$ cat config.mk
export PLATFORM = sky130hd
export DESIGN_NAME = c2_display_scan_ctrl
export DESIGN_NICKNAME = d
export VERILOG_FILES = /design/src/rtl/c2_display_scan_ctrl.sv
export SDC_FILE = /design/constraint.sdc
export NUM_CORES = 1
export LEC_CHECK = 0
export CAP_MARGIN = 0
export CORE_MARGIN = 4
export CORE_UTILIZATION = 30
export DETAILED_ROUTE_END_ITERATION = 12
export GPL_TIMING_DRIVEN = 1
export MAX_ROUTING_LAYER = met4
export PLACE_DENSITY = 0.56
export SLEW_MARGIN = 0
export SYNTH_ARGS = -nofsm -noshare
export SYNTH_HDL_FRONTEND = slang
export SYNTH_SLANG_ARGS = --single-unit
$ cat constraint.sdc
create_clock -name clk -period 2.4 [get_ports clk]
set_input_delay 0.48 -clock clk [delete_from_list [all_inputs] [get_ports clk]]
set_output_delay 0.48 -clock clk [all_outputs]
set_load 0.02 [all_outputs]
$ cat src/rtl/c2_display_scan_ctrl.sv
// c2_display_scan_ctrl: 4-digit seven-segment scan sequencer with a
// one-entry pending buffer committed to the converter at frame boundaries.
module c2_display_scan_ctrl #(
    parameter int DW       = 8,
    parameter int SCAN_DIV = 50000
) (
    input  logic          clk,
    input  logic          rst_n,
    input  logic [DW-1:0] in_data,
    input  logic          in_valid,
    output logic          in_ready,
    input  logic          blank,
    output logic [DW-1:0] disp_value,
    input  logic          sign,
    input  logic [DW-1:0] hundreds,
    input  logic [DW-1:0] tens,
    input  logic [DW-1:0] units,
    output logic [6:0]    seg_n,
    output logic [3:0]    an_n,
    output logic          frame_tick
);

    localparam int             PW     = $clog2(SCAN_DIV);
    localparam logic [PW-1:0]  PRE_TC = PW'(SCAN_DIV - 1);

    localparam logic [6:0] SEG_BLANK = 7'b1111111;
    localparam logic [6:0] SEG_MINUS = 7'b0111111;
    localparam logic [6:0] SEG_E     = 7'b0000110;

    typedef enum logic [1:0] {
        DIG_U = 2'd0,
        DIG_T = 2'd1,
        DIG_H = 2'd2,
        DIG_S = 2'd3
    } dig_t;

    logic [PW-1:0] r_pre;
    dig_t          r_dig;
    dig_t          w_dig_nxt;
    logic          w_tc;
    logic          w_bound;
    logic [DW-1:0] r_pend;
    logic          r_pend_full;
    logic [DW-1:0] r_disp;
    logic [6:0]    r_seg;
    logic [3:0]    r_an;
    logic          r_tick;
    logic [6:0]    w_seg;
    logic [3:0]    w_an;
    logic          w_hz;
    logic          w_tz;

    // Digit glyph lookup; any value above 9 (full width) shows 'E'.
    function automatic logic [6:0] f_seg(input logic [DW-1:0] v);
        logic [6:0] s;
        s = SEG_E;
        if (v <= DW'(9)) begin
            case (v[3:0])
                4'd0:    s = 7'b1000000;
                4'd1:    s = 7'b1111001;
                4'd2:    s = 7'b0100100;
                4'd3:    s = 7'b0110000;
                4'd4:    s = 7'b0011001;
                4'd5:    s = 7'b0010010;
                4'd6:    s = 7'b0000010;
                4'd7:    s = 7'b1111000;
                4'd8:    s = 7'b0000000;
                4'd9:    s = 7'b0010000;
                default: s = SEG_E;
            endcase
        end
        return s;
    endfunction

    assign w_tc       = (r_pre == PRE_TC);
    assign w_bound    = w_tc && (r_dig == DIG_S);
    assign in_ready   = !r_pend_full;
    assign disp_value = r_disp;
    assign seg_n      = r_seg;
    assign an_n       = r_an;
    assign frame_tick = r_tick;
    assign w_hz       = (hundreds == '0);
    assign w_tz       = (tens == '0);

    // Prescaler: per-digit dwell counter, wraps at terminal count.
    always_ff @(posedge clk or negedge rst_n) begin
        if (!rst_n) r_pre <= '0;
        else if (w_tc) r_pre <= '0;
        else r_pre <= r_pre + PW'(1);
    end

    // Digit index state register.
    always_ff @(posedge clk or negedge rst_n) begin
        if (!rst_n) r_dig <= DIG_U;
        else r_dig <= w_dig_nxt;
    end

    // Digit index advances on terminal count.
    always_comb begin
        w_dig_nxt = r_dig;
        if (w_tc) begin
            unique case (r_dig)
                DIG_U: w_dig_nxt = DIG_T;
                DIG_T: w_dig_nxt = DIG_H;
                DIG_H: w_dig_nxt = DIG_S;
                DIG_S: w_dig_nxt = DIG_U;
            endcase
        end
    end

    // Pending buffer fill and frame-boundary commit; never both at once.
    always_ff @(posedge clk or negedge rst_n) begin
        if (!rst_n) begin
            r_pend      <= '0;
            r_pend_full <= 1'b0;
            r_disp      <= '0;
        end else if (w_bound && r_pend_full) begin
            r_disp      <= r_pend;
            r_pend_full <= 1'b0;
        end else if (in_valid && !r_pend_full) begin
            r_pend      <= in_data;
            r_pend_full <= 1'b1;
        end
    end

    // Segment/anode selection for the current digit with leading-zero blanking.
    always_comb begin
        w_seg = SEG_BLANK;
        unique case (r_dig)
            DIG_S: w_seg = sign ? SEG_MINUS : SEG_BLANK;
            DIG_H: w_seg = w_hz ? SEG_BLANK : f_seg(hundreds);
            DIG_T: w_seg = (w_hz && w_tz) ? SEG_BLANK : f_seg(tens);
            DIG_U: w_seg = f_seg(units);
        endcase
        w_an = blank ? 4'hF : ~(4'b0001 << r_dig);
    end

    // Registered pin drivers and frame pulse.
    always_ff @(posedge clk or negedge rst_n) begin
        if (!rst_n) begin
            r_seg  <= 7'h7F;
            r_an   <= 4'hF;
            r_tick <= 1'b0;
        end else begin
            r_seg  <= w_seg;
            r_an   <= w_an;
            r_tick <= w_bound;
        end
    end

endmodule

* Word level (Yosys, flattened, before mapping)
Memories as Yosys holds them, arrays and structs flattened.
Index checks and enable logic that the tools add are counted.
** Storage, ports and cells
- Bits in latches :: 0
- Logic and storage cells :: 44
- Output and inout port bits :: 21
- Input bits :: 37
- Memory bits (writable) :: 0
- ROM bits :: 336
- Memories kept :: 3
- Bits in registers :: 47
** Operators by class
- Equal/unequal tests :: 4
- Bitwise logic cells :: 2
- Shift operators :: 1
- Div/mod/pow operators :: 0
- $lt $le $gt $ge :: 3
- Reductions and logical operators :: 10
- Add/sub/neg operators :: 1
- Muxes and demuxes :: 12
- Multipliers :: 0
** Memories
- (name not given) :: depth 16, width 7, rd ports 1, clocked after Yosys merged registers in 0, wr ports 0, RTL line 58 : case (v[3:0])
- (name not given) :: depth 16, width 7, rd ports 1, clocked after Yosys merged registers in 0, wr ports 0, RTL line 58
- (name not given) :: depth 16, width 7, rd ports 1, clocked after Yosys merged registers in 0, wr ports 0, RTL line 58
** Operator list (count)
- $mux W7 :: 6
- $pmux W7 S4 :: 1
- $le A8 B4 Y1 const B :: 3
- $add A16 B1 Y16 const B :: 1
- $eq A16 B16 Y1 const B :: 1
- $logic_not A8 Y1 :: 2
- $mux W16 :: 1
- $pmux W2 S4 :: 1
- $eq A2 B2 Y1 const B :: 2
- $logic_and A1 B1 Y1 :: 4
- $mux W4 :: 1
- $not A4 Y4 :: 1
- $shl A1 B2 Y4 const A :: 1
- $eq A2 B1 Y1 const B :: 1
- $logic_not A2 Y1 :: 1
- $mux W1 :: 2
- $reduce_and A2 Y1 :: 1
- $reduce_bool A2 Y1 :: 1
- $logic_not A1 Y1 :: 1
- $not A1 Y1 :: 1

* Depth between registers and ports, before layout
Gate-level depths: netlist of run 1.
- Depth after elaboration :: 5
- Mapped depth :: 6
- Depth with buffers taken out :: 6

* Least setup slack after synthesis of run 1
OpenSTA, ideal clock, no wires.
- Path kind :: input-to-reg
- From :: input hundreds[0]
- To :: register r_seg[5] (netlist: seg_n[5])
- Stages on the path :: 6
- Arrival :: 1.671 ns
- Setup slack :: 0.635 ns
- Path through :: inv_1 -> ha_1 -> nor3b_1 -> nand4_1 -> a21oi_1 -> or4_1
** On the way
- Longest elaborated chain between the ends :: 4
** Ends and longest elaborated chain
- start: declaration :: RTL line 15 : input logic [DW-1:0] hundreds,
- $le A8 B4 Y1, or another cell as far along :: RTL line 57 : if (v <= DW'(9)) begin
- $mux W7 / $logic_and A1 B1 Y1 (equally long branches) :: RTL line 57, 132
- $mux W7 (on tied branches) :: RTL line 131, 132
- $pmux W7 S4 * :: RTL line 129 : unique case (r_dig)
- net w_seg[5] :: RTL line 48 : logic [6:0] w_seg;
- end signal: assignment :: RTL line 145 : r_seg <= w_seg;
- end: declaration :: RTL line 45 : logic [6:0] r_seg;
Mark *: on every way through the listed nets, which the timed path passes. The rest lies on a longest branch.
A chain may end at the register's enable or synchronous reset.

* Final worst setup path of run 1
- From :: input units[1]
- To :: register r_seg[2] (netlist: seg_n[2])
** On the way
- Longest elaborated chain between the ends :: 3
** Ends and longest elaborated chain
- start: declaration :: RTL line 17 : input logic [DW-1:0] units,
- $le A8 B4 Y1 / $mem_v2 Z16 W7 (equally long branches)
- $mux W7 * :: RTL line 57
- $pmux W7 S4 * :: RTL line 129
- net w_seg[2] :: RTL line 48
Marked as above.

==> results of run 1 <==
[worst paths after layout]
path	endpoint	slack, ps	depth (start not counted)
worst min-delay path	r_pre[2]	160	1
worst max-delay path	seg_n[2]	410	7
worst max register to register	disp_value[1]	550	5
min in group clk	r_pre[0]	460	1
max in group asynchronous	seg_n[4]	1590	2
worst min register to register	r_pre[0]	460	1
[synthesized netlist by cell type (all sizes together) (7+ instances only)]
master and instances:
dfrtp 36, ha 23, nor2 21, mux2 17, inv 13, nand2 12, o21ai 12, dfstp 11
a21oi 8, nand2b 8, clkbuf 7, nand4 7
[flip-flops by register name, summed over array words and instances, names as in the netlist]
| signal | count |
|---|---|
| r_pre | 16 |
| disp_value | 8 |
| r_pend | 8 |
| seg_n | 7 |
| an_n | 4 |
| r_dig | 2 |
| frame_tick | 1 |
| r_pend_full | 1 |
[layer usage]
layer  part of all wire  routed length, microns  global-route usage
met2               0.49                    2860               0.207
met3              0.048                     284              0.0189
met4              0.012                      68              0.0299
met1               0.45                    2650               0.145
met5                  0                       0                   -
[metrics by stage]
step / cells / util
CTS: 436 / 0.410
detailed placement: 428 / 0.400
global route: 436 / 0.410
global placement: 428 / 0.400
finish: 436 / 0.410
floorplan: 254 / -
[final cells by class]
class                      instances  area [sq um]  share of cell area
clock buffer                       5          68.8              0.0192
clock inverter                     3          18.8             0.00525
inverter                          13          48.8              0.0136
multi-input combinational        187          1430               0.400
sequential                        47          1190               0.333
tap                              108           135              0.0378
timing repair buffer              73           686               0.192
[logic make-up (layout without fill, tap and decap cells)]
| logic type | Yosys count | count (layout) | share of synthesized area |
|---|---|---|---|
| simple gates | 89 | 89 | 0.196 |
| flops | 47 | 47 | 0.442 |
| compound gates | 46 | 46 | 0.117 |
| fa+ha+maj | 23 | 23 | 0.107 |
| buf+inv | 20 | 94 | 0.0279 |
| mux | 19 | 19 | 0.0785 |
| xor+xnor | 10 | 10 | 0.0325 |
[power groups by stage]
| stage | Sequential (uW) | Clock (uW) | Combinational (uW) |
|---|---|---|---|
| detailed placement | 834 | 0 | 195 |
| global placement | 834 | 0 | 194 |
| CTS | 819 | 492 | 196 |
| floorplan | 835 | 0 | 73.4 |
| finish | 819 | 477 | 192 |
| global route | 822 | 517 | 213 |
[worst max-delay path, delay by kind of cell]
kind | cells | cell delay [ps]
AOI/OAI and AO/OA | 3 | 950
buffers and inverters | 2 | 520
adders and majority gates | 1 | 210
and+or+nand+nor | 1 | 50
==> metrics.md, run 1 <==
| Metric | Value |
|---|---|
| Status | `finished, final reports clean` |
| Sequential share of power | `0.550` |
| DRC Markers | `0` |
| Worst slew margin | `0.632` |
| Hold-fix buffers, CTS | `0` |
| Switching part of the total | `0.244` |
| Setup violations, final | `0` |
| DRT Pass-1 Iters | `4` |
| Antenna Violating Nets Remaining | `0` |
| Worst path required time | `2630 ps` |
| Longest Clk Path Bufs | `2` |
| Syn nets | `314` |
| Worst-path cell chain | `clkdlybuf4s50_1 > inv_1 > ha_1 > nor2_1 > o31a_1 > o31a_1 > a2111o_1` |
| H-Tree Depth | `2` |
| Async SR Flop Fraction | `1.00` |
| Crit-path max FO | `4` |
| Drt wl/cell | `13.5 microns` |
| WL final | `5870 microns` |
| Hold Crit Class | `in2async` |
| Post-synth EDFFs | `0` |
| Placer Congestion | `0.776` |
| Detailed router's first-iteration violation count | `31` |
| Final slew viol count | `0` |
| DIE AREA | `0.0106 sq mm` |
| Slew @ Worst Pin | `552 ps` |
| Nets@finish | `387` |
| Power share of the combinational group | `0.129` |
| Vert. Die Dim | `103 microns` |
| Rows | `34` |
| Most frequent cells in the layout | `clkdlybuf4s50_1 (56), dfrtp_1 (36), ha_1 (23)` |
| Final instance area | `0.00358 sq mm` |
| Reg2reg start | `r_dig[0]` |
| Worst Path Arrival | `2220 ps` |
| # fillers | `861` |
| Crit. End Element | `flop` |
| LEAKAGE | `0.00157 uW` |
| Post-CTS sizing | `0` |
| Share of the synthesized area in the top cell type | `0.334` |
| Synth Cell Area | `0.00269 sq mm` |
| Final hold viol count | `0` |
| Cell taking the most area after synthesis | `dfrtp_1` |
| Clock root buffer | `clkbuf_8` |
| Fmax | `502 MHz` |
| Overall power | `1490 uW` |
| Antenna violations before repair | `0` |
| GRT Total Usage | `0.119` |
| Total Neg Setup Slack | `0 ps` |
| Congestion Overflow GR | `0` |
| Setup WS pre-CTS | `98.4 ps` |
| Clk Latency, worst-skew pair | `300 ps` |
| Core Region | `0.00872 sq mm` |
| Port Buf Inserts | `57` |
| Internal | `1130 uW` |
| Slowest CP cell | `clkdlybuf4s50_1` |
| Largest net degree at the start of global routing | `26` |
| Vias in the first global route | `2164` |
| Detailed-route via count | `2087` |
| Power Density | `416 mW/mm^2` |
| Setup crit start kind | `input pin` |
| Switch Pwr | `363 uW` |
| Post-synthesis sequential area ratio | `0.442` |
| Placed Area | `0.00349 sq mm` |
| CTS tree | `done` |
| Most common cell after layout, fill and taps aside | `clkdlybuf4s50_1` |
| Clock slew at reported path FFs | `90 ps` |
| Synth area leaders | `dfrtp_1 (33%), dfstp_2 (11%), ha_1 (11%)` |
| Skew final | `6.42 ps` |
| CP dominant cell by count | `o31a_1` |
| Ys flop type | `dfrtp_1` |
| Tcrit/Tclk final | `0.829` |
| Power share of the clock group | `0.320` |
| Max-cap viol count | `0` |
| Synthesis-stage register bit count | `47` |
| Die width | `103 microns` |
| Layout cells sized above 1 | `0.180` |
| TritonCTS Sinks | `47` |
| Hpwl dp | `4770 microns` |
| Cell variety after synth | `47` |
| Syn_area_per_cell | `10.6 sq um` |
| Initial Util | `0.309` |
| Number of diodes | `0` |
| Worst Hold Slack | `160 ps` |
| Peak supply drop | `234 uV` |
| Synthesis warning total | `0` |
| Crit-path max cell delay | `420 ps` |
| RSZ-0062 raised after global routing | `false` |
| First-pass GRT wire length | `9760 microns` |
| Area grow syn2layout | `32.7%` |
| Post-layout min period | `1990 ps` |
| Critical path class | `in2reg` |
| Cell count after synthesis | `254` |
| Worst Setup SP | `units[1]` |
| I/O pins | `58` |
| Vias per Instance | `4.79` |
| Setup ws final | `410 ps` |
| Setup Buffers After CTS | `0` |
| Num CTS Buffers | `5` |
Power figures use the tool's default switching activity.
==> inputs of run 2 (changes only) <==
==> constraint.sdc (replaced) <==
create_clock -name clk -period 1.9 [get_ports clk]
set_input_delay 0.38 -clock clk [delete_from_list [all_inputs] [get_ports clk]]
set_output_delay 0.38 -clock clk [all_outputs]
set_load 0.02 [all_outputs]
==> metrics.md, run 2 (synthesis results as in run 1) <==
| Metric | Value |
|---|---|
| Status | `finished, final reports clean` |
| Placer Congestion | `0.784` |
| Longest Clk Path Bufs | `2` |
| Cell count of the worst reg-to-reg path | `5` |
| Slowest CP cell | `clkdlybuf4s50_1` |
| Fmax | `544 MHz` |
| Power share of the combinational group | `0.126` |
| DIE AREA | `0.0106 sq mm` |
| Detailed-route via count | `2184` |
| Vias in the first global route | `2235` |
| Hpwl dp | `4920 microns` |
| Most frequent cells in the layout | `clkdlybuf4s50_1 (55), buf_4 (44), dfrtp_1 (36)` |
| Final hold viol count | `0` |
| Clock root buffer | `clkbuf_8` |
| DRT Pass-1 Iters | `4` |
| CTS tree | `done` |
| Setup WS pre-CTS | `-268 ps` |
| Peak supply drop | `250 uV` |
| Skew final | `9.49 ps` |
| Post-layout min period | `1840 ps` |
| Antenna Violating Nets Remaining | `0` |
| Setup ws final | `62.4 ps` |
| Power share of the clock group | `0.394` |
| Setup crit start kind | `flop` |
| Largest net degree at the start of global routing | `48` |
| Worst Path Arrival | `1460 ps` |
| H-Tree Depth | `2` |
| First-pass GRT wire length | `10300 microns` |
| Crit-path max FO | `1` |
| Top delay family on crit path | `buffers and inverters` |
| Tcrit/Tclk final | `0.967` |
| Max-cap viol count | `0` |
| Rows | `34` |
| Slew @ Worst Pin | `581 ps` |
| Switching part of the total | `0.206` |
| I/O pins | `58` |
| Detailed router's first-iteration violation count | `57` |
| Clk Latency, worst-skew pair | `300 ps` |
| Internal | `1710 uW` |
| Setup violations, final | `0` |
| Congestion Overflow GR | `0` |
| Number of diodes | `0` |
| RR Endpoint | `disp_value[2]` |
| Worst Setup SP | `seg_n[6]` |
| Worst path required time | `1520 ps` |
| GRT Total Usage | `0.128` |
| Sequential share of power | `0.480` |
| Most common cell after layout, fill and taps aside | `clkdlybuf4s50_1` |
| LEAKAGE | `0.00173 uW` |
| Reg2reg start | `r_pre[10]` |
| Clock slew at reported path FFs | `90 ps` |
| Crit-path max cell delay | `600 ps` |
| Worst path bufs/invs | `1` |
| RSZ-0062 raised after global routing | `false` |
| Nets@finish | `415` |
| Num CTS Buffers | `5` |
| DRC Markers | `0` |
| Initial Util | `0.309` |
| Port Buf Inserts | `57` |
| Finished Core Util | `0.441` |
| Worst slew margin | `0.613` |
| Die width | `103 microns` |
| Critical path class | `reg2out` |
| Core Region | `0.00872 sq mm` |
| Drt wl/cell | `13.4 microns` |
| Overall power | `2150 uW` |
| Most flops, register | `r_pre` |
| Antenna violations before repair | `0` |
| Power Density | `560 mW/mm^2` |
| Final slew viol count | `0` |
| Crit. End Element | `primary output` |
| Vert. Die Dim | `103 microns` |
| Max reg flops | `16` |
| Switch Pwr | `445 uW` |
| Layout cells sized above 1 | `0.253` |
| Worst reg-to-reg setup slack | `130 ps` |
| Worst-path cell chain | `clkdlybuf4s50_1` |
| Vias per Instance | `4.71` |
| WL final | `6200 microns` |
| TritonCTS Sinks | `47` |
| Area grow syn2layout | `42.8%` |
| Hold Crit Class | `in2async` |
## run 2: power by group through the flow
stage	logic [uW]	clock network, uW	registers (uW)
final	271	849	1030
after global routing	302	927	1040
after CTS	273	880	1040
after detailed placement	272	0	1050
after global placement	271	0	1050
after floorplan	92.8	0	1060
## run 2: worst max path at each step
stage / endpoint / slack, ps / cells after the start
6_report: seg_n[6] / 60 / 1
3_3_place_gp: seg_n[2] / -240 / 7
3_5_place_dp: seg_n[2] / -270 / 7
5_1_grt: in_ready / 4 / 2
2_1_floorplan: disp_value[0] / 180 / 4
4_1_cts: seg_n[6] / 50 / 1
## run 2: through the flow
stage / cell area, sq um / hold slack [ps] / instances / TNS [ps]
CTS: 3830 / 179 / 464 / 0
global placement: 3700 / 444 / 456 / -1290
detailed placement: 3700 / 448 / 456 / -1580
finish: 3850 / 164 / 464 / 0
global route: 3850 / 209 / 464 / 0
floorplan: 2690 / 84.4 / 254 / 0
## run 2: final cells by class
cell class,count,area [sq um]
clock buffer,6,72.6
clock inverter,2,60.1
fill,850,4870
inverter,13,48.8
multi-input combinational,187,1440
sequential,47,1190
tap,108,135
timing repair buffer,101,898
## run 2: layer usage
layer	share of wire	global-route usage
met2	0.48	0.209
met5	0	-
met1	0.46	0.163
met4	0.010	0.0418
met3	0.045	0.0196
## run 2: what timing repair did
action / in CTS / in global routing
setup buffers: 0 / 0
hold buffers: 0 / 0
setup endpoints to repair: 0 / 5
gates resized for setup: 0 / 5
==> inputs of run 3 (changes only) <==
--- a/config.mk
+++ b/config.mk
@@ -11,7 +11,7 @@
 export DETAILED_ROUTE_END_ITERATION = 12
 export GPL_TIMING_DRIVEN = 1
 export MAX_ROUTING_LAYER = met4
-export PLACE_DENSITY = 0.56
+export PLACE_DENSITY = 0.58
 export SLEW_MARGIN = 0
 export SYNTH_ARGS = -nofsm -noshare
 export SYNTH_HDL_FRONTEND = slang
==> constraint.sdc (replaced) <==
create_clock -name clk -period 1.56 [get_ports clk]
set_input_delay 0.312 -clock clk [delete_from_list [all_inputs] [get_ports clk]]
set_output_delay 0.312 -clock clk [all_outputs]
set_load 0.02 [all_outputs]
==> metrics.md, run 3 (synthesis results as in run 1) <==
| Metric | Value |
|---|---|
| Worst slew margin | `0.777` |
| Largest net degree at the start of global routing | `48` |
| Slew @ Worst Pin | `329 ps` |
| Num CTS Buffers | `5` |
| Vert. Die Dim | `103 microns` |
| Post-layout min period | `1660 ps` |
| Worst reg-to-reg setup slack | `-100 ps` |
| Vias per Instance | `4.73` |
| Crit-path max FO | `4` |
| GRT Total Usage | `0.128` |
| Hold Crit Class | `in2async` |
| RSZ-0062 raised after global routing | `true` |
| DRC Markers | `0` |
| Die width | `103 microns` |
| Setup ws final | `-99.1 ps` |
| Longest Clk Path Bufs | `2` |
| Power share of the combinational group | `0.139` |
| Placer Congestion | `0.838` |
| Cell count of the worst reg-to-reg path | `5` |
| Area of the multi-input gates | `0.00163 sq mm` |
| Most frequent cells in the layout | `buf_4 (62), dfrtp_1 (36), dlygate4sd2_1 (28)` |
| FF+latch area | `0.00119 sq mm` |
| Setup violations, final | `11` |
| Hpwl dp | `5080 microns` |
| Power share of the clock group | `0.360` |
| Rows | `34` |
| Most flops, register | `r_pre` |
| WL final | `6540 microns` |
| Clk Latency, worst-skew pair | `300 ps` |
| Drt wl/cell | `13.4 microns` |
| Max-cap viol count | `0` |
| H-Tree Depth | `2` |
| Final instance area | `0.00422 sq mm` |
| Skew final | `12.0 ps` |
| TritonCTS Sinks | `47` |
| Total Neg Setup Slack | `-745 ps` |
| Crit. End Element | `flop` |
| Reg2reg start | `r_pre[7]` |
| Clock slew at reported path FFs | `90 ps` |
| Fmax | `603 MHz` |
| Number of diodes | `0` |
| First-pass GRT wire length | `10500 microns` |
| DIE AREA | `0.0106 sq mm` |
| Failing checks | `negative setup slack` |
| DRT Pass-1 Iters | `4` |
| Final hold viol count | `0` |
| Placed Area | `0.00382 sq mm` |
| Final slew viol count | `0` |
| I/O pins | `58` |
| CTS tree | `done` |
| Switching part of the total | `0.236` |
| Max reg flops | `16` |
| Tcrit/Tclk final | `1.06` |
| Initial Util | `0.309` |
| Sequential share of power | `0.501` |
| Vias in the first global route | `2317` |
| Most common cell after layout, fill and taps aside | `buf_4` |
| Overall power | `2520 uW` |
| Area grow syn2layout | `56.8%` |
| Clock root buffer | `clkbuf_8` |
| Peak supply drop | `361 uV` |
| Core Region | `0.00872 sq mm` |
| # fillers | `822` |
| Setup crit start kind | `flop` |
| Congestion Overflow GR | `0` |
| Worst Path Arrival | `1860 ps` |
| Finished Core Util | `0.484` |
| Detailed router's first-iteration violation count | `33` |
| Port Buf Inserts | `57` |
| Detailed-route via count | `2306` |
| Antenna violations before repair | `0` |
| Antenna Violating Nets Remaining | `0` |
| Critical path class | `reg2reg` |
| Nets@finish | `439` |
| RR Endpoint | `disp_value[0]` |
| Layout cells sized above 1 | `0.374` |
| Internal | `1930 uW` |
| Power Density | `596 mW/mm^2` |
| LEAKAGE | `0.00199 uW` |
| Switch Pwr | `593 uW` |
| Status | `complete, but fails checks` |
| Worst path required time | `1760 ps` |
[run 3: power groups by stage]
stage                     logic, uW  clock network, uW  registers, uW
after global routing            390                986           1260
after global placement          325                  0           1280
final                           350                908           1260
after detailed placement        330                  0           1280
after CTS                       340                934           1260
after floorplan                 114                  0           1290
[run 3: stage by stage]
step	instances	hold slack [ps]	setup WS (ps)
5_1_grt	488	526	-170
3_3_place_gp	468	312	-549
2_1_floorplan	254	16.4	-165
6_report	488	506	-99.1
3_5_place_dp	468	312	-557
4_1_cts	483	512	-118
[run 3: worst max path at each step]
| stage | to | slack (ps) | startpoint |
|---|---|---|---|
| 2_1_floorplan | disp_value[0] | -160 | r_pre[7] |
| 3_3_place_gp | seg_n[5] | -550 | tens[0] |
| 3_5_place_dp | seg_n[5] | -560 | hundreds[0] |
| 4_1_cts | disp_value[4] | -120 | r_pre[7] |
| 5_1_grt | disp_value[0] | -170 | r_pre[7] |
| 6_report | disp_value[0] | -100 | r_pre[7] |
[run 3: final cells by class]
cell class	instances	area share
timing repair buffer	125	0.263
sequential	47	0.282
tap	108	0.0320
clock inverter	3	0.0110
multi-input combinational	187	0.385
clock buffer	5	0.0163
inverter	13	0.0116
[run 3: repair_timing]
action	in CTS	in global routing
gates resized for setup	48	36
endpoints found under the setup margin	36	27
gates cloned	0	1
setup buffers	6	4
hold endpoints to repair	36	0
hold buffers	1	0
pin swaps	11	13
[run 3: critical path: stages (launching register included)]
cell      delay [ps]
dfrtp_1          390
and4bb_2         340
nand4b_4         130
nor4_4           180
buf_4            190
mux2_2           330
[run 3: metal layers]
| metal | GRT usage | vias up | part of all wire |
|---|---|---|---|
| li1 | - | 1157 | - |
| met1 | 0.156 | 1097 | 0.45 |
| met2 | 0.218 | 43 | 0.50 |
| met3 | 0.0223 | 9 | 0.039 |
| met4 | 0.0339 | 0 | 0.016 |
| met5 | - | - | 0 |
